`src/rtl/booth_seq_mult16_pkg.sv`:
```
// Shared constants and state encoding for the sequential radix-2 Booth multiplier.
package booth_seq_mult16_pkg;

    localparam int OP_W   = 16;
    localparam int PROD_W = 32;
    localparam int ITER   = 16;
    localparam int ACC_W  = OP_W + 1;
    localparam int CNT_W  = 5;

    typedef enum logic [1:0] {
        IDLE = 2'b00,
        RUN  = 2'b01,
        DONE = 2'b10
    } state_e;

endpackage

```
`src/rtl/mux16_2_to_1.sv`:
```
// 16-bit two-input multiplexer; sel_i=1 selects b_i.
module mux16_2_to_1
    import booth_seq_mult16_pkg::*;
(
    input  logic [OP_W-1:0] a_i,
    input  logic [OP_W-1:0] b_i,
    input  logic            sel_i,
    output logic [OP_W-1:0] y_o
);

    assign y_o = sel_i ? b_i : a_i;

endmodule

```
`src/rtl/booth_seq_mult16.sv`:
```
// Sequential signed 16x16 radix-2 Booth multiplier: one Booth step per RUN cycle,
// 16 RUN cycles, one-cycle DONE pulse with a registered 32-bit product.
module booth_seq_mult16
    import booth_seq_mult16_pkg::*;
(
    input  logic              clk,
    input  logic              rst,
    input  logic              start,
    input  logic [OP_W-1:0]   multiplicand,
    input  logic [OP_W-1:0]   multiplier,
    output logic              busy,
    output logic              done,
    output logic [PROD_W-1:0] product
);

    state_e              state_q, state_d;
    logic [ACC_W-1:0]    a_q, a_d;
    logic [ACC_W-1:0]    m_q, m_d;
    logic [OP_W-1:0]     q_q, q_d;
    logic                q_m1_q, q_m1_d;
    logic [CNT_W-1:0]    count_q, count_d;
    logic [PROD_W-1:0]   product_q, product_d;

    logic [OP_W-1:0]     mux_y;
    logic [ACC_W-1:0]    addend;
    logic                carry_in;
    logic                do_add;
    logic [ACC_W-1:0]    sum;
    logic [ACC_W-1:0]    a_step;
    logic [ACC_W-1:0]    a_shift;
    logic [OP_W-1:0]     q_shift;

    mux16_2_to_1 u_addend_mux (
        .a_i   (m_q[OP_W-1:0]),
        .b_i   (~m_q[OP_W-1:0]),
        .sel_i (q_q[0]),
        .y_o   (mux_y)
    );

    // M is held sign-extended, so m_q[16]^sel equals mux_y[15]: this is the sign extension.
    assign addend   = {m_q[ACC_W-1] ^ q_q[0], mux_y};
    assign carry_in = q_q[0] & ~q_m1_q;
    assign do_add   = q_q[0] ^ q_m1_q;
    assign sum      = a_q + addend + {{(ACC_W-1){1'b0}}, carry_in};
    assign a_step   = do_add ? sum : a_q;
    assign a_shift  = {a_step[ACC_W-1], a_step[ACC_W-1:1]};
    assign q_shift  = {a_step[0], q_q[OP_W-1:1]};

    // NOTE: sequential state uses non-blocking assignments so every register samples pre-edge values.
    always_ff @(posedge clk or posedge rst) begin
        if (rst) begin
            state_q <= IDLE;
        end else begin
            state_q <= state_d;
        end
    end

    // NOTE: every always_comb output is defaulted first so no path can infer a latch.
    always_comb begin
        state_d   = state_q;
        a_d       = a_q;
        m_d       = m_q;
        q_d       = q_q;
        q_m1_d    = q_m1_q;
        count_d   = count_q;
        product_d = product_q;
        busy      = 1'b0;
        done      = 1'b0;

        case (state_q)
            IDLE: begin
                if (start) begin
                    state_d = RUN;
                    m_d     = {multiplicand[OP_W-1], multiplicand};
                    q_d     = multiplier;
                    a_d     = '0;
                    q_m1_d  = 1'b0;
                    count_d = '0;
                end
            end
            RUN: begin
                busy    = 1'b1;
                a_d     = a_shift;
                q_d     = q_shift;
                q_m1_d  = q_q[0];
                count_d = count_q + CNT_W'(1);
                if (count_q == CNT_W'(ITER - 1)) begin
                    state_d   = DONE;
                    product_d = {a_shift[OP_W-1:0], q_shift};
                end
            end
            DONE: begin
                busy    = 1'b1;
                done    = 1'b1;
                state_d = IDLE;
            end
            default: begin
                state_d = IDLE;
            end
        endcase
    end

    // NOTE: the datapath registers are reset too, so an aborted operation leaves no stale operands.
    always_ff @(posedge clk or posedge rst) begin
        if (rst) begin
            a_q       <= '0;
            m_q       <= '0;
            q_q       <= '0;
            q_m1_q    <= 1'b0;
            count_q   <= '0;
            product_q <= '0;
        end else begin
            a_q       <= a_d;
            m_q       <= m_d;
            q_q       <= q_d;
            q_m1_q    <= q_m1_d;
            count_q   <= count_d;
            product_q <= product_d;
        end
    end

    assign product = product_q;

endmodule
```
`config.mk`:
```
export PLATFORM = sky130hd
export DESIGN_NAME = booth_seq_mult16
export DESIGN_NICKNAME = d
export VERILOG_FILES = /design/src/rtl/booth_seq_mult16_pkg.sv /design/src/rtl/mux16_2_to_1.sv /design/src/rtl/booth_seq_mult16.sv
export SDC_FILE = /design/constraint.sdc
export NUM_CORES = 1
export LEC_CHECK = 0
export CORE_ASPECT_RATIO = 0.7
export CORE_MARGIN = 5
export CORE_UTILIZATION = 45
export DETAILED_ROUTE_END_ITERATION = 10
export PLACE_DENSITY = 0.65
export SYNTH_ARGS = -nofsm -noshare
export SYNTH_HDL_FRONTEND = slang
export SYNTH_HIERARCHICAL = 1
export SYNTH_SLANG_ARGS = --single-unit
```
`constraint.sdc`:
```
create_clock -name clk -period 3.79 [get_ports clk]
set_clock_uncertainty 0.15 [all_clocks]
set_input_delay 0.758 -clock clk [delete_from_list [all_inputs] [get_ports clk]]
set_output_delay 0.758 -clock clk [all_outputs]
set_load 0.05 [all_outputs]
```
* After elaboration in Yosys (flattened, before gate mapping) *
Cells that the tools add are included.

word-level totals
  logic and storage cells = 42
  register bits = 89

operators by class
  bitwise gates (word level) = 5
  reductions and logical operators = 7
  mux-type cells = 15
  equality and inequality tests = 5
  add/subtract/negate cells = 3

operators by type and width
  kind                   count
  $mux W17               2
  $pmux W17 S2           1
  $mux W16               2
  $pmux W16 S2           1
  $add A17 B1 Y17        1
  $add A17 B17 Y17       1
  $not A16 Y16           1
  $pmux W5 S2            1
  $reduce_and A2 Y1      4
  $add A5 B1 Y5 const B  1
  $eq A5 B4 Y1 const B   1
  $mux W5                1
  $mux W2                2
  $ne A2 B2 Y1 const B   2
  $pmux W2 S2            1
  $mux W1                3
  $eq A2 B1 Y1 const B   1
  $eq A2 B2 Y1 const B   1
  $logic_not A2 Y1       1
  $pmux W1 S2            1
  $reduce_bool A2 Y1     1
  $reduce_or A2 Y1       1
  $xor A1 B1 Y1          2
  $and A1 B1 Y1          1
  $not A1 Y1             1

* Depth between registers and ports, before layout *
Gate-level depths: netlist of the first run.

  depth after elaboration = 6
  mapped depth = 12

* Modules after synthesis *
The synthesis of the first run kept the hierarchy.

by module, submodules not included
  module            instances  cells each  area each (sq um)
  booth_seq_mult16  1          434         4530.6
  mux16_2_to_1      1          18          249.0

* Least setup slack after synthesis of the first run *
Ideal clock, no wire load.

  path kind = register to register
  from = reg q_q[0]
  to = reg product_q[29] (netlist: product[29])
  arrival time = 2.855 ns
  stages on the path, launching flop included = 13
  setup slack = 0.658 ns
  buffers on the path = 1
  library setup time = 0.127 ns
  path through = dfrtp_1 > buf_6 > mux2_2 > inv_1 > fa_1 > fa_1 > and2b_1 > o2111ai_2 > a21o_1 > and2_4 > o21ai_0 > mux2i_1 > nand3_1

between the ends
  word-level cells in the longest chain between the ends = 4

RTL lines
  element                 RTL line                 RTL
  start, declared         booth_seq_mult16.sv:19   logic [OP_W-1:0] q_q, q_d;
  start signal, assigned  booth_seq_mult16.sv:115  q_q <= q_d;
  $mux W16                mux16_2_to_1.sv:11       assign y_o = sel_i ? b_i : a_i;
  named net mux_y[0]      booth_seq_mult16.sv:24   logic [OP_W-1:0] mux_y;
  $add A17 B17 Y17        booth_seq_mult16.sv:44   assign sum = a_q + addend + {{(ACC_W-1){1'b0}}, carry_in};
  $add A17 B1 Y17         booth_seq_mult16.sv:44
  $mux W17                booth_seq_mult16.sv:45   assign a_step = do_add ? sum : a_q;
  end signal, assigned    booth_seq_mult16.sv:118  product_q <= product_d;
  end, declared           booth_seq_mult16.sv:22   logic [PROD_W-1:0] product_q, product_d;

The timed path passes the listed nets, and every way through them passes these cells.
A chain may end at the register's enable or synchronous reset.

* Worst setup path after layout of the first run *
  from = reg q_q[0]
  to = reg a_q[13]

between the ends
  word-level cells in the longest chain between the ends = 5

RTL lines
  element               RTL line                 RTL
  $mux W16              mux16_2_to_1.sv:11
  named net mux_y[0]    booth_seq_mult16.sv:24
  $add A17 B17 Y17      booth_seq_mult16.sv:44
  $add A17 B1 Y17       booth_seq_mult16.sv:44
  $mux W17              booth_seq_mult16.sv:45
  $pmux W17 S2          booth_seq_mult16.sv:70   case (state_q)
  end signal, assigned  booth_seq_mult16.sv:106  a_q <= '0;
  end signal, assigned  booth_seq_mult16.sv:113  a_q <= a_d;
  end, declared         booth_seq_mult16.sv:17   logic [ACC_W-1:0] a_q, a_d;

The timed path passes the listed nets, and every way through them passes these cells.

==> results of run 1 <==
-- registers in the layout, indices dropped and copies added, names as in the netlist --
register  cells
count_q       5
q_m1_q        1
a_q          16
state_q       2
product      32
q_q          16
m_q          16
-- metrics by stage --
stage               std cells  cell area, µm²  total power (µW)  hold slack [ps]  util, %
finish                    653            5890              4890              333     56.9
detailed placement        637            5580              3990              324     53.9
global placement          637            5580              3930              311     53.9
global route              653            5890              5280              363     56.9
floorplan                 452            4780              3430              300        -
CTS                       653            5890              4930              339     56.9
-- layout make-up --
class | instances | area share (%)
Multi-Input combinational cell | 307 | 39.7
Clock inverter | 6 | 1.17
Timing Repair Buffer | 75 | 12.7
Tap cell | 132 | 2.80
Inverter | 35 | 2.25
Sequential cell | 88 | 37.4
Clock buffer | 10 | 4.06
-- cell families after synthesis --
| kind of cell | after synthesis | synth area share (%) |
|---|---|---|
| AO/OA/AOI/OAI | 102 | 13.3 |
| XOR/XNOR | 12 | 2.20 |
| multiplexers | 74 | 17.6 |
| adder cells (fa/ha/maj) | 23 | 6.34 |
| AND/OR/NAND/NOR | 96 | 9.19 |
| buffers and inverters | 57 | 5.31 |
| flip-flops | 88 | 46.1 |
-- cells in the mapped netlist, types with 4 or more instances --
master / number
sky130_fd_sc_hd__a21o_1: 7
sky130_fd_sc_hd__a21oi_1: 16
sky130_fd_sc_hd__a22o_1: 7
sky130_fd_sc_hd__a31oi_1: 5
sky130_fd_sc_hd__and2_1: 4
sky130_fd_sc_hd__and3_1: 4
sky130_fd_sc_hd__clkbuf_1: 13
sky130_fd_sc_hd__dfrtp_1: 88
sky130_fd_sc_hd__ha_1: 21
sky130_fd_sc_hd__inv_1: 35
sky130_fd_sc_hd__mux2_2: 41
sky130_fd_sc_hd__mux2_4: 10
sky130_fd_sc_hd__mux2i_1: 23
sky130_fd_sc_hd__nand2_1: 61
sky130_fd_sc_hd__nand3_1: 7
sky130_fd_sc_hd__nor2_1: 5
sky130_fd_sc_hd__o21ai_0: 51
sky130_fd_sc_hd__xnor2_1: 11
-- worst min-delay path, delay by kind of cell (launching register included) --
kind / cells / cell delay [ps]
AO/OA/AOI/OAI: 1 / 60
flip-flops: 1 / 340
AND/OR/NAND/NOR: 1 / 50
-- report_power, final --
group          total [µW]  internal [µW]  switching (µW)
logic                2560           1130            1430
registers            1420           1210             210
clock network         910            529             380
total                4890           2870            2020
-- per-layer routing --
metal	wire length [µm]	global-route usage [%]
met1	5320	24.3
met2	4400	26.1
met3	669	5.12
met4	131	6.08
met5	0	0
-- path summary, 6_finish.rpt --
check	endpoint	slack, ps	cells after the start
worst max-delay path	a_q[13]	550	11
worst min-delay path	product[20]	330	2
worst max register to register	a_q[13]	550	11
worst min register to register	product[20]	330	2
max in group asynchronous	q_q[1]	2080	3
min in group asynchronous	product[11]	700	2
==> impl_metrics.toml, run 1 <==
[status]
status = "finished, final reports clean"

[floorplanning]
die_footprint_um2 = 12800
die_y_um = 96.2
die_w_um = 133
pin_count = 69
core_region_area_um2 = 10400
initial_util_pct = 46.2
row_count = 31

[worst_setup_path]
timing.critical_path.slowest_cell_delay_ps = 430
cp_startpoint_kind = "flop"
cp_top_family = "adder cells"
crit_top_cell = "sky130_fd_sc_hd__fa_1"
crit_buf_inv = 1
critical_path.cell_chain = "mux2_2, inv_1, fa_1, fa_1, and2b_1, o2111ai_2, a21o_1, and2_4, o21ai_0, mux2i_1, nand2_1"
worst_setup_path_end_kind = "flop"
critical_path_peak_fanout = 5
critical_path_class = "reg2reg"
timing.critical_path.required_ps = 3870
startpoint = "q_q[0]"
worst_r2r_startpoint = "q_q[0]"
timing.critical_path.slowest_stage_cell = "sky130_fd_sc_hd__dfrtp_1"
worst_ep_arrival_time_ps = 3330

[placement]
gp_congestion = 0.882
io_buffer_count = 68
dp_hpwl_um = 7580
dp_worst_setup_slack_ps = 525

[clock_tree]
post_cts_buffers = 0
cts_max_path_buffers = 2
cts_hold_buffers = 0
numClockSinks = 88
cts_tree = "yes"
numCtsBuffers = 9
clk_pin_slew_worst_paths_ps = 70
cts-root-buf = "sky130_fd_sc_hd__clkbuf_16"
cts_htree_levels = 3
clk_latency_ps = 350
post_cts_resize_count = 0

[finish]
layout-drive-gt1-share_pct = 16.7
antenna_cells_inserted = 0
commonest_non_fill_non_tap_cell_in_the_layout = "sky130_fd_sc_hd__dfrtp_1"
final_net_count = 574
ff_latch_area_um2 = 2200
area_growth_syn_to_layout_pct = 23.2
commonest_cells_after_routing_fill_and_taps_aside = "sky130_fd_sc_hd__dfrtp_1 (88), sky130_fd_sc_hd__clkdlybuf4s50_1 (68), sky130_fd_sc_hd__nand2_1 (60), sky130_fd_sc_hd__o21ai_0 (51), sky130_fd_sc_hd__mux2_2 (41)"
multiInputGateArea_um2 = 2340
n_fill_cell = 919

[sta]
report.final.slew_viol_count = 0
post-route-worst-setup-slack_ps = 549
final.min_clock_period_ps = 3240
timing.max_slew.rel_slack_pct = 46.9
report.final.hold_viol_count = 0
finalSetupViolCount = 0
worstMarginPinSlew_ps = 795
final_min_period_over_clock_period_pct = 85.5
setup_tns_ps = 0
fmax_mhz = 309
setup_repair_after_global_routing_missed_its_margin = "no"

[route]
routed-via-count = 3396
post-route-drc-count = 0
routed_wire_length_per_instance_um = 16.1
ant_nets = 0
detailed_routing_iteration_count_for_the_pre_antenna_repair_pass = 4
detail_route.vias_per_cell = 5.20
drt-initial-drc-count = 187
finalWirelength_um = 10500

[power_and_ir_drop]
power.leakage_uw = 0.00275
vdd.ir_drop.worst_mv = 0.384
pwr_density_cell_nw_per_um2 = 830

[yosys]
ys_top_cells_by_area = "sky130_fd_sc_hd__dfrtp_1 (46%), sky130_fd_sc_hd__mux2_2 (9.7%), sky130_fd_sc_hd__ha_1 (5.5%)"
synth_area_per_cell_um2 = 10.6
postSynthCellCount = 452
synth_top_cell_area_share_pct = 46.1
mappedNetlistArea_um2 = 4780
synth.yosys.seq_area_share_pct = 46.1
netlist.top_cell.by_area = "sky130_fd_sc_hd__dfrtp_1"
ys_warn_count = 6
synth.lib_cells_used.distinct = 50
synthFlopType = "sky130_fd_sc_hd__dfrtp_1"
syn_nets = 510
synth_edf_count = 0
asyncSetResetFlopFracSynth_pct = 100
yosys_register_bits = 88

[global_route]
grt_pass1_vias = 3432
largest_net_degree_at_the_start_of_global_routing = 48
antenna_violations_before_repair = 0
global_route_wire_length_before_repair_um = 17500
grt.overflow.total = 0
grt.total_usage_pct = 17.4

[worst_hold_path]
worstHoldStart = "product[20]"
min-delay-path-class = "reg2reg"

[job]
timing.max_cap.violations = 0
No activity file was read; power rests on OpenSTA's default activity.
==> run 2, diff against run 1 <==
- CORE_UTILIZATION: 45 -> 55
- PLACE_DENSITY: 0.65 -> 0.78
==> impl_metrics.toml, run 2 (same netlist as run 1, synthesis figures left out) <==
[sta]
worstMarginPinSlew_ps = 843
final_min_period_over_clock_period_pct = 86.8
timing.max_slew.rel_slack_pct = 43.8
setup_repair_after_global_routing_missed_its_margin = "no"
finalSetupViolCount = 0
report.final.slew_viol_count = 0
fmax_mhz = 304
setup_tns_ps = 0
final.min_clock_period_ps = 3290
report.final.hold_viol_count = 0

[route]
ant_nets = 0
routed_wire_length_per_instance_um = 16.0
finalWirelength_um = 10200
drt-initial-drc-count = 238
post-route-drc-count = 0
detailed_routing_iteration_count_for_the_pre_antenna_repair_pass = 4
routed-via-count = 3526
detail_route.vias_per_cell = 5.51

[finish]
final_design_area_no_fill_um2 = 5850
final_net_count = 573
antenna_cells_inserted = 0
commonest_cells_after_routing_fill_and_taps_aside = "sky130_fd_sc_hd__dfrtp_1 (88), sky130_fd_sc_hd__clkdlybuf4s50_1 (68), sky130_fd_sc_hd__nand2_1 (61), sky130_fd_sc_hd__o21ai_0 (51), sky130_fd_sc_hd__mux2_2 (41)"
largest_reg_flops = 32
area_growth_syn_to_layout_pct = 22.5
layout-drive-gt1-share_pct = 16.2
commonest_non_fill_non_tap_cell_in_the_layout = "sky130_fd_sc_hd__dfrtp_1"

[floorplanning]
die_y_um = 88.0
die_w_um = 121
die_footprint_um2 = 10700
initial_util_pct = 56.4
core_region_area_um2 = 8480
row_count = 28
pin_count = 69

[worst_setup_path]
cp_startpoint_kind = "flop"
timing.critical_path.required_ps = 3860
worst_ep_arrival_time_ps = 3360
critical_path_class = "reg2reg"
worst_setup_path_end_kind = "flop"
critical_path_peak_fanout = 5

[global_route]
grt_pass1_vias = 3552
global_route_wire_length_before_repair_um = 17300
antenna_violations_before_repair = 0
grt.overflow.total = 0
grt.total_usage_pct = 20.5
largest_net_degree_at_the_start_of_global_routing = 48

[clock_tree]
clk_latency_ps = 340
post_cts_buffers = 0
post_cts_resize_count = 0
cts_max_path_buffers = 2
clk_pin_slew_worst_paths_ps = 60
cts_tree = "yes"
numClockSinks = 88
cts_hold_buffers = 0
cts_htree_levels = 3
numCtsBuffers = 9
cts-root-buf = "sky130_fd_sc_hd__clkbuf_16"

[power_and_ir_drop]
power.leakage_uw = 0.00275
power.share.clock_pct = 18.3
pwr_density_cell_nw_per_um2 = 830
vdd.ir_drop.worst_mv = 0.375
power.switching_fraction_pct = 41.0
intPower_uw = 2870
switchingPower_uw = 1990
combPwrFrac_pct = 52.4
seq_power_share_pct = 29.3

[job]
timing.max_cap.violations = 0

[placement]
io_buffer_count = 68
dpl-instance-area_um2 = 5560
gp_congestion = 0.894
dp_hpwl_um = 7100

[worst_hold_path]
min-delay-path-class = "reg2reg"

[status]
status = "finished, final reports clean"
run 2: cell count changes in the layout (fill, tap and decap cells not counted):
| cell | before | now |
|---|---|---|
| sky130_fd_sc_hd__buf_4 | 6 | 5 |
| sky130_fd_sc_hd__clkinvlp_4 | 4 | 0 |
| sky130_fd_sc_hd__nand2_1 | 60 | 61 |
| sky130_fd_sc_hd__nand2_2 | 1 | 0 |
| sky130_fd_sc_hd__clkinv_2 | 1 | 4 |
| sky130_fd_sc_hd__clkbuf_1 | 0 | 1 |
| sky130_fd_sc_hd__inv_6 | 0 | 1 |
| sky130_fd_sc_hd__clkinv_4 | 1 | 0 |
run 2: path summary, 6_finish.rpt:
check / endpoint / slack [ps] / startpoint / depth (start not counted)
min in group asynchronous: product[12] / 730 / rst / 2
worst min-delay path: product[25] / 330 / product[25] / 2
worst min register to register: product[25] / 330 / product[25] / 2
worst max-delay path: product[29] / 500 / q_q[0] / 11
worst max register to register: product[29] / 500 / q_q[0] / 11
max in group asynchronous: a_q[11] / 2040 / rst / 3
run 2: per-layer routing:
layer	vias to the layer above	track usage [%]	wire, µm
met5	-	0	0
met1	1741	27.2	4790
met3	10	5.55	638
li1	1690	-	-
met4	0	6.51	95
met2	85	33.0	4690
run 2: per-stage QoR:
step           util [%]  power, µW  setup WS [ps]  cells  hold slack, ps
2_1_floorplan         -       3430            603    452             300
3_3_place_gp       65.6       3870            677    624             310
3_5_place_dp       65.6       3950            563    624             319
4_1_cts            69.1       4860            547    640             332
5_1_grt            69.1       5230            376    640             349
6_report           69.1       4860            501    640             326
run 2: worst max-delay path, cell delays in order (launching register included):
cell,delay [ps]
sky130_fd_sc_hd__dfrtp_1,430
sky130_fd_sc_hd__mux2_2,240
sky130_fd_sc_hd__inv_1,50
sky130_fd_sc_hd__fa_1,430
sky130_fd_sc_hd__fa_1,390
sky130_fd_sc_hd__and2b_1,240
sky130_fd_sc_hd__o2111ai_2,140
sky130_fd_sc_hd__a21o_1,220
sky130_fd_sc_hd__and2_4,150
sky130_fd_sc_hd__o21ai_0,360
sky130_fd_sc_hd__mux2i_1,260
sky130_fd_sc_hd__nand3_1,100
run 2: power by group through the flow:
stage / Clock [µW] / Sequential [µW] / Combinational (µW)
6_report: 889 / 1430 / 2540
5_1_grt: 948 / 1460 / 2820
4_1_cts: 904 / 1420 / 2540
3_5_place_dp: 0 / 1430 / 2520
3_3_place_gp: 0 / 1420 / 2450
2_1_floorplan: 0 / 1410 / 2030
run 2: area by class of cell:
class                      instances  area (µm²)
timing repair buffer              74         738
inverter                          35         133
multi-input combinational        307        2330
clock inverter                     5        53.8
tap                              120         150
sequential                        88        2200
clock buffer                      11         243
fill                             659        2620
==> run 3, diff against run 2 <==
- CORE_MARGIN: 5 -> 3
==> impl_metrics.toml, run 3 (same netlist as run 1, synthesis figures left out) <==
[global_route]
global_route_wire_length_before_repair_um = 17500
grt.total_usage_pct = 21.9
grt.overflow.total = 0
antenna_violations_before_repair = 0
largest_net_degree_at_the_start_of_global_routing = 50
grt_pass1_vias = 3546

[worst_setup_path]
critical_path.cell_chain = "mux2_2, inv_1, fa_1, fa_1, and2b_1, o2111ai_2, a21o_1, and2_4, o21ai_0, mux2i_1, nand3_1"
timing.critical_path.slowest_cell_delay_ps = 430
worst_ep_arrival_time_ps = 3440
crit_top_cell = "sky130_fd_sc_hd__fa_1"
timing.critical_path.required_ps = 3860
cp_startpoint_kind = "flop"
crit_buf_inv = 1
critical_path_peak_fanout = 5
critical_path_class = "reg2reg"
worst_setup_path_end_kind = "flop"
cp_top_family = "adder cells"
timing.critical_path.slowest_stage_cell = "sky130_fd_sc_hd__dfrtp_1"

[power_and_ir_drop]
pwr_density_cell_nw_per_um2 = 842
power.switching_fraction_pct = 40.7
power.leakage_uw = 0.00276
combPwrFrac_pct = 51.8
power.share.clock_pct = 19.7
p_total_uw = 4960
vdd.ir_drop.worst_mv = 0.463
seq_power_share_pct = 28.5
switchingPower_uw = 2020
intPower_uw = 2940

[floorplanning]
row_count = 27
die_w_um = 117
die_footprint_um2 = 9860
core_region_area_um2 = 8140
die_y_um = 84.0
initial_util_pct = 58.7
pin_count = 69

[clock_tree]
cts_hold_buffers = 0
clk_latency_ps = 340
numClockSinks = 88
numCtsBuffers = 9
post_cts_resize_count = 0
clk_pin_slew_worst_paths_ps = 70
cts-root-buf = "sky130_fd_sc_hd__clkbuf_16"
cts_tree = "yes"
cts_htree_levels = 3
cts_max_path_buffers = 2
post_cts_buffers = 0

[route]
ant_nets = 0
routed_wire_length_per_instance_um = 15.9
drt-initial-drc-count = 228
detailed_routing_iteration_count_for_the_pre_antenna_repair_pass = 4
detailroute.wirelength.met3_um = 566
finalWirelength_um = 10100
detail_route.vias_per_cell = 5.53
top_signal_layer_used = "met4"
routed-via-count = 3524
met2_wirelength_um = 4670
met1_wl_um = 4700
post-route-drc-count = 0

[sta]
setup_tns_ps = 0
timing.max_slew.rel_slack_pct = 42.5
final.min_clock_period_ps = 3370
report.final.slew_viol_count = 0
report.final.hold_viol_count = 0
fmax_mhz = 296
finalSetupViolCount = 0
setup_repair_after_global_routing_missed_its_margin = "no"
final_min_period_over_clock_period_pct = 89.0
worstMarginPinSlew_ps = 861

[finish]
n_fill_cell = 618
area_growth_syn_to_layout_pct = 23.3
commonest_cells_after_routing_fill_and_taps_aside = "sky130_fd_sc_hd__dfrtp_1 (88), sky130_fd_sc_hd__clkdlybuf4s50_1 (68), sky130_fd_sc_hd__nand2_1 (61), sky130_fd_sc_hd__o21ai_0 (51), sky130_fd_sc_hd__mux2_2 (41)"
ff_latch_area_um2 = 2200
final_net_count = 574
antenna_cells_inserted = 0
largest_reg_flops = 32
commonest_non_fill_non_tap_cell_in_the_layout = "sky130_fd_sc_hd__dfrtp_1"
layout-drive-gt1-share_pct = 16.5
multiInputGateArea_um2 = 2330

[job]
timing.max_cap.violations = 0

[placement]
io_buffer_count = 68
dp_hpwl_um = 7020
gp_congestion = 0.805

[worst_hold_path]
min-delay-path-class = "reg2reg"

[status]
status = "finished, final reports clean"
==> run 3: cell types whose count changed in the layout (fill, tap and decap cells not counted) <==
cell | previous run | this run
sky130_fd_sc_hd__buf_4 | 5 | 6
sky130_fd_sc_hd__bufinv_16 | 1 | 2
sky130_fd_sc_hd__clkbuf_1 | 1 | 0
sky130_fd_sc_hd__clkinv_2 | 4 | 1
sky130_fd_sc_hd__clkinv_4 | 0 | 2
sky130_fd_sc_hd__clkinvlp_4 | 0 | 2
sky130_fd_sc_hd__inv_6 | 1 | 0
==> run 3: path summary, 6_finish.rpt <==
path                             startpoint     endpoint  slack [ps]  cells past startpoint
worst max register to register       q_q[0]  product[29]         420                     11
worst min register to register  product[18]  product[18]         330                      2
min in group asynchronous               rst  product[15]         740                      2
worst min-delay path            product[18]  product[18]         330                      2
max in group asynchronous               rst      m_q[14]        2050                      3
worst max-delay path                 q_q[0]  product[29]         420                     11
==> run 3: metal layers <==
| layer | vias up | global-route usage [%] |
|---|---|---|
| met4 | 0 | 7.35 |
| met1 | 1711 | 29.1 |
| met5 | - | 0 |
| met3 | 18 | 5.83 |
| met2 | 95 | 35.0 |
| li1 | 1700 | - |
==> run 3: tightest hold or removal path: cells and delay by family (launching register included) <==
kind / cells / cell delay [ps]
flops: 1 / 340
compound gates: 1 / 60
simple gates: 1 / 50
==> run 3: power groups by stage <==
| stage | Sequential, µW | Combinational (µW) | Clock (µW) |
|---|---|---|---|
| CTS | 1410 | 2560 | 994 |
| detailed placement | 1430 | 2520 | 0 |
| floorplan | 1410 | 2030 | 0 |
| finish | 1410 | 2570 | 979 |
| global placement | 1410 | 2450 | 0 |
| global route | 1460 | 2860 | 1030 |
==> run 3: layout make-up <==
type,count,area share [%]
Clock inverter,6,1.57
Inverter,35,2.25
Tap cell,116,2.46
Timing Repair Buffer,75,12.7
Sequential cell,88,37.4
Multi-Input combinational cell,307,39.6
Clock buffer,10,4.06
==> run 3: per-stage QoR <==
step | std cells | utilization [%] | hold slack, ps | setup slack [ps] | cell area (µm²)
after floorplan | 452 | - | 300 | 603 | 4780
after global placement | 621 | 68.3 | 310 | 674 | 5560
after detailed placement | 621 | 68.3 | 320 | 557 | 5560
after CTS | 637 | 72.4 | 335 | 405 | 5890
after global routing | 637 | 72.4 | 361 | 255 | 5890
final | 637 | 72.4 | 328 | 417 | 5890
